**config.mk**
```make
export PLATFORM = sky130hd
export DESIGN_NAME = spi_reg_responder
export DESIGN_NICKNAME = d
export VERILOG_FILES = /design/src/rtl/spi_reg_responder.sv
export SDC_FILE = /design/constraint.sdc
export NUM_CORES = 1
export LEC_CHECK = 0
export BUFFER_PORTS_ARGS = -buffer_cell sky130_fd_sc_hd__buf_4
export CAP_MARGIN = 0
export CORE_ASPECT_RATIO = 1.4
export CORE_MARGIN = 10
export CORE_UTILIZATION = 60
export CTS_CLUSTER_SIZE = 12
export DETAILED_ROUTE_END_ITERATION = 12
export GPL_TIMING_DRIVEN = 0
export HOLD_SLACK_MARGIN = 0.06
export PLACE_DENSITY_LB_ADDON = 0.15
export SYNTH_ARGS = -nofsm -noshare
export SYNTH_HDL_FRONTEND = slang
export SYNTH_SLANG_ARGS = --single-unit
```
**constraint.sdc**
```tcl
create_clock -name BOARD_CLOCK -period 17.8 [get_ports BOARD_CLOCK]
set_input_delay 2.67 -clock BOARD_CLOCK [delete_from_list [all_inputs] [get_ports BOARD_CLOCK]]
set_output_delay 2.67 -clock BOARD_CLOCK [all_outputs]
set_load 0.01 [all_outputs]
```
**src/rtl/spi_reg_responder.sv**
```systemverilog
// SPI mode-0 register slave: 32-bit LSB-first frames {data[27:0], addr[3:0]} write a
// small register bank, address 4'hE arms a readback returned on the next frame's MISO.
`timescale 1ns/1ps
module spi_reg_responder #(
   parameter int NUM_REGS    = 9,
   parameter int SYNC_STAGES = 2
) (
   input  logic        BOARD_CLOCK,
   input  logic        RST,
   input  logic        SPI_SCLK,
   input  logic        SPI_CS_N,
   input  logic        SPI_MOSI,
   output logic        SPI_MISO,
   output logic        SPI_MISO_OE,
   output logic        WR_STB,
   output logic [3:0]  WR_ADDR,
   output logic [27:0] WR_DATA,
   input  logic [3:0]  REG_ADDR,
   output logic [27:0] REG_RDATA,
   output logic        FRAME_ERR
);

   typedef enum logic [1:0] {IDLE, SHIFT, COMMIT} state_t;

   localparam logic [4:0] NREG = 5'(NUM_REGS);

   state_t state, state_next;

   logic [SYNC_STAGES-1:0] sclk_sync, cs_sync, mosi_sync, vld_sync;
   logic sclk_s, cs_s, mosi_s, vld_s;
   logic sclk_d, cs_d, armed;
   logic sclk_rise, sclk_fall, cs_fall;

   logic [5:0]  bit_cnt;
   logic [31:0] shift_in, shift_out;
   logic [3:0]  rd_addr;
   logic        rd_pend;
   logic [27:0] regs [16];
   logic [27:0] rd_word;

   logic        frame_full, wr_hit;
   logic [3:0]  frame_addr;
   logic [27:0] frame_data;

   assign sclk_s = sclk_sync[SYNC_STAGES-1];
   assign cs_s   = cs_sync[SYNC_STAGES-1];
   assign mosi_s = mosi_sync[SYNC_STAGES-1];
   assign vld_s  = vld_sync[SYNC_STAGES-1];

   assign sclk_rise = sclk_s & ~sclk_d;
   assign sclk_fall = ~sclk_s & sclk_d;
   // A frame may only start once a genuine (post-reset) high level of CS_N has been seen.
   assign cs_fall   = armed & cs_d & ~cs_s;

   assign frame_full = (bit_cnt == 6'd32);
   assign frame_addr = shift_in[3:0];
   assign frame_data = shift_in[31:4];
   assign wr_hit     = ({1'b0, frame_addr} < NREG);
   assign rd_word    = ({1'b0, rd_addr} < NREG) ? regs[rd_addr] : '0;

   always_ff @(posedge BOARD_CLOCK or posedge RST) begin
      if (RST) begin
         sclk_sync <= '0;
         cs_sync   <= '1;
         mosi_sync <= '0;
         vld_sync  <= '0;
         sclk_d    <= 1'b0;
         cs_d      <= 1'b1;
         armed     <= 1'b0;
      end else begin
         sclk_sync <= {sclk_sync[SYNC_STAGES-2:0], SPI_SCLK};
         cs_sync   <= {cs_sync[SYNC_STAGES-2:0], SPI_CS_N};
         mosi_sync <= {mosi_sync[SYNC_STAGES-2:0], SPI_MOSI};
         vld_sync  <= {vld_sync[SYNC_STAGES-2:0], 1'b1};
         sclk_d    <= sclk_s;
         cs_d      <= cs_s;
         if (vld_s && cs_s)
            armed <= 1'b1;
      end
   end

   always_ff @(posedge BOARD_CLOCK or posedge RST) begin
      if (RST)
         state <= IDLE;
      else
         state <= state_next;
   end

   always_comb begin
      state_next = state;
      case (state)
         IDLE:    if (cs_fall) state_next = SHIFT;
         SHIFT:   if (cs_s)    state_next = COMMIT;
         COMMIT:  state_next = IDLE;
         default: state_next = IDLE;
      endcase
   end

   always_comb begin
      SPI_MISO_OE = (state == SHIFT);
      SPI_MISO    = (state == SHIFT) & shift_out[0];
      WR_STB      = 1'b0;
      WR_ADDR     = '0;
      WR_DATA     = '0;
      FRAME_ERR   = 1'b0;
      if (state == COMMIT) begin
         if (!frame_full) begin
            FRAME_ERR = 1'b1;
         end else if (wr_hit) begin
            WR_STB  = 1'b1;
            WR_ADDR = frame_addr;
            WR_DATA = frame_data;
         end
      end
   end

   always_ff @(posedge BOARD_CLOCK or posedge RST) begin
      if (RST) begin
         bit_cnt   <= '0;
         shift_in  <= '0;
         shift_out <= '0;
         rd_addr   <= '0;
         rd_pend   <= 1'b0;
         REG_RDATA <= '0;
         for (int i = 0; i < 16; i++)
            regs[i] <= '0;
      end else begin
         REG_RDATA <= ({1'b0, REG_ADDR} < NREG) ? regs[REG_ADDR] : '0;
         case (state)
            IDLE: begin
               if (cs_fall) begin
                  bit_cnt   <= '0;
                  shift_in  <= '0;
                  shift_out <= rd_pend ? {rd_word, rd_addr} : '0;
                  rd_pend   <= 1'b0;
               end
            end
            SHIFT: begin
               // Edges coinciding with the detected CS_N rise belong to no frame.
               if (!cs_s) begin
                  if (sclk_rise && bit_cnt != 6'd33) begin
                     if (bit_cnt < 6'd32)
                        shift_in[bit_cnt[4:0]] <= mosi_s;
                     bit_cnt <= bit_cnt + 6'd1;
                  end
                  if (sclk_fall)
                     shift_out <= {1'b0, shift_out[31:1]};
               end
            end
            COMMIT: begin
               if (frame_full) begin
                  if (wr_hit) begin
                     regs[frame_addr] <= frame_data;
                  end else if (frame_addr == 4'hE) begin
                     rd_addr <= shift_in[7:4];
                     rd_pend <= 1'b1;
                  end
               end
            end
            default: ;
         endcase
      end
   end

endmodule
```
; ---- Word-level counts from Yosys, hierarchy flattened
; Cells that the tools add are included.
[word_totals]
out_inout_bits = 64
ff_bits = 564
[op_classes]
muxes = 47
n_lt_le_gt_ge = 10
reduce_logical = 14
add_sub_neg = 1
eq_ne = 14
n_bitwise = 12
[op_table]
columns = operator, n
row1 = 448-bit bitwise mux, 1
row2 = 28-bit 2-to-1 mux, 10
row3 = 32-bit 2-to-1 mux, 8
row4 = 28-bit binary-select mux with 4-bit select, 2
row5 = 32-bit case mux with 2 select lines, 2
row6 = 28-bit demux with 4-bit select, 1
row7 = 32-bit bitwise mux, 1
row8 = 6-bit 2-to-1 mux, 3
row9 = "5-bit greater-or-equal comparator, second input constant", 3
row10 = 4-bit inverter with 5-bit output, 3
row11 = "4-bit less-than comparator, second input constant", 3
row12 = 4-bit 2-to-1 mux, 3
row13 = 6-bit case mux with 2 select lines, 1
row14 = 4-bit AND reduction, 3
row15 = 1-bit 2-to-1 mux, 10
row16 = "2-bit by 1-bit inequality test with 1-bit output, second input constant", 5
row17 = 5-bit AND reduction, 2
row18 = "2-bit inequality test, second input constant", 4
row19 = "6-bit by 1-bit adder with 6-bit output, second input constant", 1
row20 = "6-bit equality test, second input constant", 1
row21 = "5-bit by 6-bit less-than comparator with 1-bit output, second input constant", 1
row22 = "6-bit less-than comparator, second input constant", 1
row23 = "6-bit inequality test, second input constant", 1
row24 = 1-bit bitwise AND, 5
row25 = other kinds (15), 23

; ---- Longest topological paths before layout
; Gate-level depths: netlist of run 1.
[logic_depth]
ltp_word = 9
depth_mapped = 8
mapped_depth_nobuf = 6

; ---- Least setup slack after synthesis of run 1
; No wires, ideal clock.
[synth_path]
path_type = register to output
start = register bit_cnt[2]
end = output port WR_DATA[14]
n_path_buf = 3
required_ns = 15.130
path_slack_ns = 13.070
arrival_time_ns = 2.060
stages_incl_launch_ff = 8
cell_sequence = dfrtp_1 or3_1 buf_2 nor3_1 o21a_1 clkbuf_1 clkbuf_1 and2_1
[synth_between]
elab_chain_len = 3
[synth_rtl]
columns = item, line_no
row1 = "start, declared", 34  ; logic [5:0] bit_cnt;
row2 = "start signal, assigned", 144  ; bit_cnt <= bit_cnt + 6'd1;
row3 = 6-bit equality test, 55  ; assign frame_full = (bit_cnt == 6'd32);
row4 = 28-bit 2-to-1 mux, 107  ; if (!frame_full) begin
row5 = 28-bit 2-to-1 mux, 106  ; if (state == COMMIT) begin
row6 = "end, declared", 17  ; output logic [27:0] WR_DATA,
; Every way passes these cells.

; ---- Final worst setup path of run 1
[layout_path]
start = register bit_cnt[4]
end = output port WR_DATA[14]
; The elaborated chain is that of the path after synthesis.

==> summary.md, run 1 <==
| Metric | Value |
|---|---|
| Outcome | finished clean |
| Endpoint type of the worst setup path | primary output |
| Reg2reg end | shift_out[4]$_DFFE_PP0P_ |
| GRT Residual Overflow | 0 |
| R2R Path Start | rd_addr[0]$_DFFE_PP0P_ |
| Largest net degree at the start of global routing | 134 |
| Register area share after synthesis | 49.0% |
| Setup crit start | bit_cnt[4]$_DFFE_PP0P_ |
| Global Route Usage Sum | 28.4% |
| Post-synth EDFFs | 0 |
| Residual DRC | 0 |
| Clock Path Buffers | 3 |
| Top FF cell, synth | dfrtp_1 |
| Initial core utilization | 61.0% |
| Nets | 1707 |
| Clock-pin slew on the worst setup and hold paths | 0.06 ns |
| Synth async-reset ratio | 100% |
| Pleak | 9.78 nW |
| Worst slew pin tran | 1.45 ns |
| Initial antenna violation count | 0 |
| Yosys reg bits | 368 |
| Die Ht | 229 um |
| Global-route wire length before repair | 85.0 mm |
| Clk Tree Root Cell | clkbuf_16 |
| Worst setup path end | WR_DATA[14] |
| TritonCTS Buffers | 38 |
| Top-area cell type share of the netlist area | 48.6% |
| Period utilization | 36.6% |
| Cts repair resizes | 0 |
| Vias in the first global route | 14498 |
| Setup tns final | 0 ns |
| Startpoint types | flop |
| Synth Warn # | 0 |
| Final min period | 6.51 ns |
| Synth area leaders | dfrtp_1 49%, mux2_2 16%, mux4_2 6.8% |
| Remaining antenna violation count after routing | 0 |
| Vias after detailed routing | 14081 |
| Worst EP required | 15.13 ns |
| Share of cells above drive strength 1 | 28.3% |
| Vias per cell | 6.69 |
| Cell count after synthesis | 1580 |
| Fillers | 2340 |
| Peak Freq | 154 MHz |
| Slew Viols, Final | 0 |
| Clk sinks | 368 |
| Placed instance area | 19900 sq um |
| DRT iter0 DRCs | 1451 |
| Finished layout cell area | 21100 sq um |
| Normalized max-slew margin | 2.27% |
| FF-to-FF path depth | 7 |
| Avg Inst Size Synth | 11.9 sq um |
| Routability congestion estimate | 0.977 |
| IO Count | 73 |
| HPWL Detailed | 37.1 mm |
| Core Box Area | 30800 sq um |
| Die Wd | 170 um |
| # port buffers | 72 |
| VDD IR max | 0.0000696 V |
| DR pass1 iterations | 5 |
| Critical-path maximum fanout | 10 |
| Final Setup Violations | 0 |
| Syn nets | 1593 |
| Site row count | 76 |
| CTS tree | built |
| Worst-skew pair later-pin latency | 0.54 ns |
| Synthesized area | 18800 sq um |
| Worst EP arrival | 3.84 ns |
| # hold bufs at CTS | 0 |
| H-tree depth | 2 |
| Flop2flop setup slack | 14.37 ns |
| Setup Skew | 0.0113 ns |
| Max-Cap Viols | 0 |
| DIE AREA | 38900 sq um |
| Worst Hold Class | reg -> reg |
| Setup bufs post-CTS | 0 |
| RSZ-0062 raised after global routing | false |
| Yosys top cell by area | dfrtp_1 |
| Post-synthesis cell type count | 52 |
| Pwr per Cell Area | 82.8 nW/um^2 |
| Area Growth Syn to Fin | 12.1% |
| Crit Path Class | reg -> out |
| WL final | 56.3 mm |
| Hold Vio Cnt, Final | 0 |
| WL/cell | 26.7 um |
## metrics by stage
step	hold slack (ns)	instances	worst slack [ns]	total power [mW]	utilization, %
global route	0.360	2103	11.12	1.79	68.4
global placement	0.332	2042	1.09	0.972	64.3
floorplan	0.331	1580	4.92	0.931	-
finish	0.344	2104	11.29	1.75	68.4
CTS	0.347	2103	11.31	1.75	68.4
detailed placement	0.335	2044	11.89	0.975	64.5
## kinds of logic (layout without fill, tap and decap cells)
| logic type | count (synthesis) | in the layout | synth area share, % |
|---|---|---|---|
| AOI/OAI and AO/OA | 334 | 334 | 11.3 |
| xor gates and xnor gates | 1 | 1 | 0.0466 |
| adders and majority gates | 4 | 4 | 0.266 |
| buffers and inverters | 221 | 354 | 4.74 |
| DFF | 368 | 368 | 49.0 |
| muxes | 398 | 398 | 26.9 |
| other | 1 | 2 | 0.0200 |
| and+or+nand+nor | 253 | 253 | 7.70 |
## layer usage
layer	global-route usage (%)	vias to the layer above	share of wire, %
met4	15.8	0	5.7
li1	-	5981	-
met1	33.8	7132	37
met2	47.0	750	50
met3	5.62	218	7.9
met5	0	-	0
## critical path: stages (launching register included)
cell	delay, ns
dfrtp_1	0.41
or3_1	0.35
buf_2	0.17
nor3_1	0.51
o21a_1	0.22
clkbuf_1	0.60
clkbuf_1	0.59
and2_1	0.29
buf_4	0.15
## where the power goes
| part | switching (mW) | internal [mW] | total (mW) |
|---|---|---|---|
| registers | 0.00439 | 0.845 | 0.849 |
| logic | 0.0835 | 0.0302 | 0.114 |
| clock network | 0.324 | 0.459 | 0.783 |
## flip-flops by register name, summed over array words and instances, names as in the netlist, 4 cells and up
register and count:
REG_RDATA 28, bit_cnt 6, rd_addr 4, regs 252, shift_in 32, shift_out 32
## layout make-up
class                           count  area [sq um]  share of cell area (%)
Antenna cell                        1          2.50                  0.0119
Buffer                            157           651                    3.09
Clock buffer                       58          1160                    5.50
Clock inverter                      1          30.0                   0.142
Inverter                           64           248                    1.18
Multi-Input combinational cell    991          8690                    41.2
Sequential cell                   368          9210                    43.7
Tap cell                          390           488                    2.31
Timing Repair Buffer               74           596                    2.83
## layout by cell type, fill, tap and decap left out, types with 3 or more instances in the layout
cell / netlist / layout
o22ai_1: 86 / 86
nand3b_1: 5 / 5
a21oi_1: 144 / 144
ha_1: 4 / 4
mux2i_1: 58 / 58
inv_1: 64 / 63
mux2_1: 11 / 11
mux4_2: 57 / 57
clkbuf_8: 0 / 7
buf_6: 6 / 6
nor2_1: 13 / 13
nand2b_1: 61 / 61
and2_1: 31 / 31
buf_2: 10 / 10
buf_1: 15 / 15
o21ai_0: 3 / 3
clkbuf_16: 0 / 41
dfstp_2: 3 / 3
dfrtp_1: 365 / 365
nor3_1: 4 / 4
nor3_4: 3 / 3
a31oi_1: 6 / 6
a21o_1: 29 / 29
a221o_1: 27 / 27
mux2_2: 272 / 272
clkbuf_1: 125 / 135
or3b_2: 3 / 3
and3b_1: 3 / 3
buf_4: 1 / 73
nand2_1: 73 / 73
nand3_1: 9 / 9
o21a_1: 4 / 4
and3_1: 32 / 32
nor3b_1: 3 / 3
a221oi_1: 28 / 28
## worst min-delay path by stage
stage | from | end | slack (ns) | cells after the start
CTS | mosi_sync[0]$_DFF_PP0_ | mosi_sync[1]$_DFF_PP0_ | 0.35 | 0
floorplan | mosi_sync[0]$_DFF_PP0_ | mosi_sync[1]$_DFF_PP0_ | 0.33 | 0
global route | sclk_sync[0]$_DFF_PP0_ | sclk_sync[1]$_DFF_PP0_ | 0.36 | 0
global placement | vld_sync[0]$_DFF_PP0_ | vld_sync[1]$_DFF_PP0_ | 0.33 | 0
detailed placement | mosi_sync[0]$_DFF_PP0_ | mosi_sync[1]$_DFF_PP0_ | 0.33 | 0
finish | sclk_sync[0]$_DFF_PP0_ | sclk_sync[1]$_DFF_PP0_ | 0.34 | 0
## synth_stat cells (all sizes together) (3+ instances only)
cell,count
mux4,57
nor3,7
nand2,73
mux2i,58
nand2b,61
clkbuf,125
o22ai,86
a21o,29
a221o,27
ha,4
dfrtp,365
nand3b,5
and2,31
mux2,283
o21ai,3
nor2,13
a31oi,6
nor3b,3
a21oi,144
o21a,4
and3b,3
buf,32
a221oi,28
inv,64
dfstp,3
or3b,3
nand3,11
and3,32
Note: power is estimated with default switching activity, not from simulation.
==> inputs of run 2 (changes only) <==
Clock period 17.8 ns to 6.8 ns, I/O delays scaled along.
==> summary.md, run 2 (synthesized netlist as in run 1, its figures left out) <==
| Metric | Value |
|---|---|
| H-tree depth | 2 (unchanged) |
| Worst path slowest cell | clkbuf_1 (unchanged) |
| Worst EP arrival | 3.78 ns (was 3.84 ns) |
| Share of cells above drive strength 1 | 28.6% (was 28.3%) |
| Startpoint types | flop (unchanged) |
| Largest reg by FF count | regs (unchanged) |
| Period utilization | 70.5% |
| HPWL Detailed | 37.7 mm (was 37.1 mm) |
| Number of flip-flops in the largest register | 252 (unchanged) |
| Worst path bufs/invs | 4 (unchanged) |
| Site row count | 76 (unchanged) |
| Normalized max-slew margin | 18.2% (was 2.27%) |
| RSZ-0062 raised after global routing | false (unchanged) |
| IO Count | 73 (unchanged) |
| Critical-path maximum fanout | 10 (unchanged) |
| CTS tree | built (unchanged) |
| Nets | 1714 (was 1707) |
| Global Route Usage Sum | 28.8% (was 28.4%) |
| DIE AREA | 38900 sq um (unchanged) |
| Routability congestion estimate | 0.975 (was 0.977) |
| GRT Residual Overflow | 0 (unchanged) |
| Outcome | finished clean (unchanged) |
| Core Box Area | 30800 sq um (unchanged) |
| Endpoint type of the worst setup path | primary output (unchanged) |
| Worst-skew pair later-pin latency | 0.54 ns (about the same) |
| Top Registers | regs: 252 flops, shift_in: 32 flops, shift_out: 32 flops (unchanged) |
| Initial antenna violation count | 1 (was 0) |
| Setup tns final | 0 ns (unchanged) |
| DR pass1 iterations | 5 (unchanged) |
| # hold bufs at CTS | 0 (unchanged) |
| Clk sinks | 368 (unchanged) |
| Finished layout cell area | 21200 sq um (was 21100 sq um) |
| Cell breakdown of the critical path | or3_1 > buf_2 > nor3_1 > o21a_1 > clkbuf_1 > clkbuf_1 > and2_1 > buf_4 (unchanged) |
| Cts repair resizes | 0 (unchanged) |
| Final Setup Violations | 0 (unchanged) |
| Most common cell after layout, fill and taps aside | dfrtp_1 (unchanged) |
| Diodes inserted | 0 (was 1) |
| Clock Path Buffers | 3 (unchanged) |
| Final setup margin | 2.00 ns (was 11.29 ns) |
| Pre-CTS WS | 2.49 ns (was 11.89 ns) |
| Top cell family by delay on the critical path | buffers and inverters (unchanged) |
| Die Wd | 170 um (unchanged) |
| Clock-pin slew on the worst setup and hold paths | 0.06 ns (about the same) |
| Worst slew pin tran | 1.22 ns (was 1.45 ns) |
| Setup Skew | 0.0184 ns (was 0.0113 ns) |
| Placed instance area | 20000 sq um (was 19900 sq um) |
| Pwr per Cell Area | 215 nW/um^2 (was 82.8 nW/um^2) |
| Final min period | 4.80 ns |
| Largest net degree at the start of global routing | 44 (was 134) |
| Vias after detailed routing | 14051 (was 14081) |
| Layout Utilization | 68.8% (was 68.4%) |
| Max incr delay on CP | 0.59 ns (was 0.60 ns) |
| Slew Viols, Final | 0 (unchanged) |
| Setup bufs post-CTS | 0 (unchanged) |
| Crit path top cell by count | clkbuf_1 (unchanged) |
| Hold Vio Cnt, Final | 0 (unchanged) |
| Commonest non-fill, non-tap cells in the layout | 365 x dfrtp_1, 272 x mux2_2, 144 x a21oi_1 (unchanged) |
| Global-route wire length before repair | 86.1 mm (was 85.0 mm) |
| Worst Hold Class | reg -> reg (unchanged) |
| Max-Cap Viols | 0 (unchanged) |
| WL final | 56.4 mm (was 56.3 mm) |
| WL/cell | 26.7 um (about the same) |
| TritonCTS Buffers | 38 (unchanged) |
| Vias in the first global route | 14574 (was 14498) |
| Worst EP required | 5.78 ns (was 15.13 ns) |
| Overall Power | 4.55 mW (was 1.75 mW) |
| Vias per cell | 6.66 (was 6.69) |
| Area Growth Syn to Fin | 12.7% (was 12.1%) |
| Residual DRC | 0 (unchanged) |
| Initial core utilization | 61.0% (unchanged) |
| Peak Freq | 208 MHz |
| # port buffers | 72 (unchanged) |
| Remaining antenna violation count after routing | 0 (unchanged) |
| Crit Path Class | reg -> out (unchanged) |
| Pleak | 9.83 nW (was 9.78 nW) |
| DRT iter0 DRCs | 1508 (was 1451) |
| Clk Tree Root Cell | clkbuf_16 (unchanged) |
| Die Ht | 229 um (unchanged) |
| VDD IR max | 0.000184 V (was 0.0000696 V) |
==> run 2: path summary, 6_finish.rpt <==
kind                       cells past startpoint  slack [ns]              startpoint                         to
setup / recovery                               8        2.00  bit_cnt[2]$_DFFE_PP0P_                WR_DATA[14]
hold / removal                                 0        0.34  mosi_sync[0]$_DFF_PP0_     mosi_sync[1]$_DFF_PP0_
setup reg to reg                               6        3.70  rd_addr[1]$_DFFE_PP0P_  shift_out[11]$_DFFE_PP0P_
hold reg to reg                                0        0.34  mosi_sync[0]$_DFF_PP0_     mosi_sync[1]$_DFF_PP0_
max in group asynchronous                      5        4.96                     RST     REG_RDATA[5]$_DFF_PP0_
min in group asynchronous                      2        0.65                     RST      regs[328]$_DFFE_PP0P_
==> run 2: where the power goes <==
group,internal [mW],total [mW],switching [mW]
Sequential,2.21,2.22,0.0110
Combinational,0.0861,0.306,0.219
Clock,1.17,2.02,0.855
==> run 2: stage by stage <==
step	hold WS [ns]	instances
floorplan	0.331	1580
global placement	0.333	2042
detailed placement	0.340	2051
CTS	0.348	2111
global route	0.357	2111
finish	0.341	2111
==> run 2: cell type report <==
class / count / area (sq um)
fillers: 2323 / 9630
flip-flops and latches: 368 / 9210
multi-input cells: 991 / 8700
clock buffers: 59 / 1160
repair buffers: 81 / 721
plain buffers: 157 / 651
well taps: 390 / 488
inverters: 64 / 244
clock inverters: 1 / 5.00
==> run 2: metal layers <==
| layer | vias to the layer above | GRT usage (%) | part of all wire (%) |
|---|---|---|---|
| met1 | 7066 | 34.5 | 37 |
| met5 | - | 0 | 0.023 |
| li1 | 5994 | - | - |
| met4 | 2 | 16.3 | 5.9 |
| met3 | 225 | 6.36 | 8.2 |
| met2 | 764 | 46.8 | 49 |
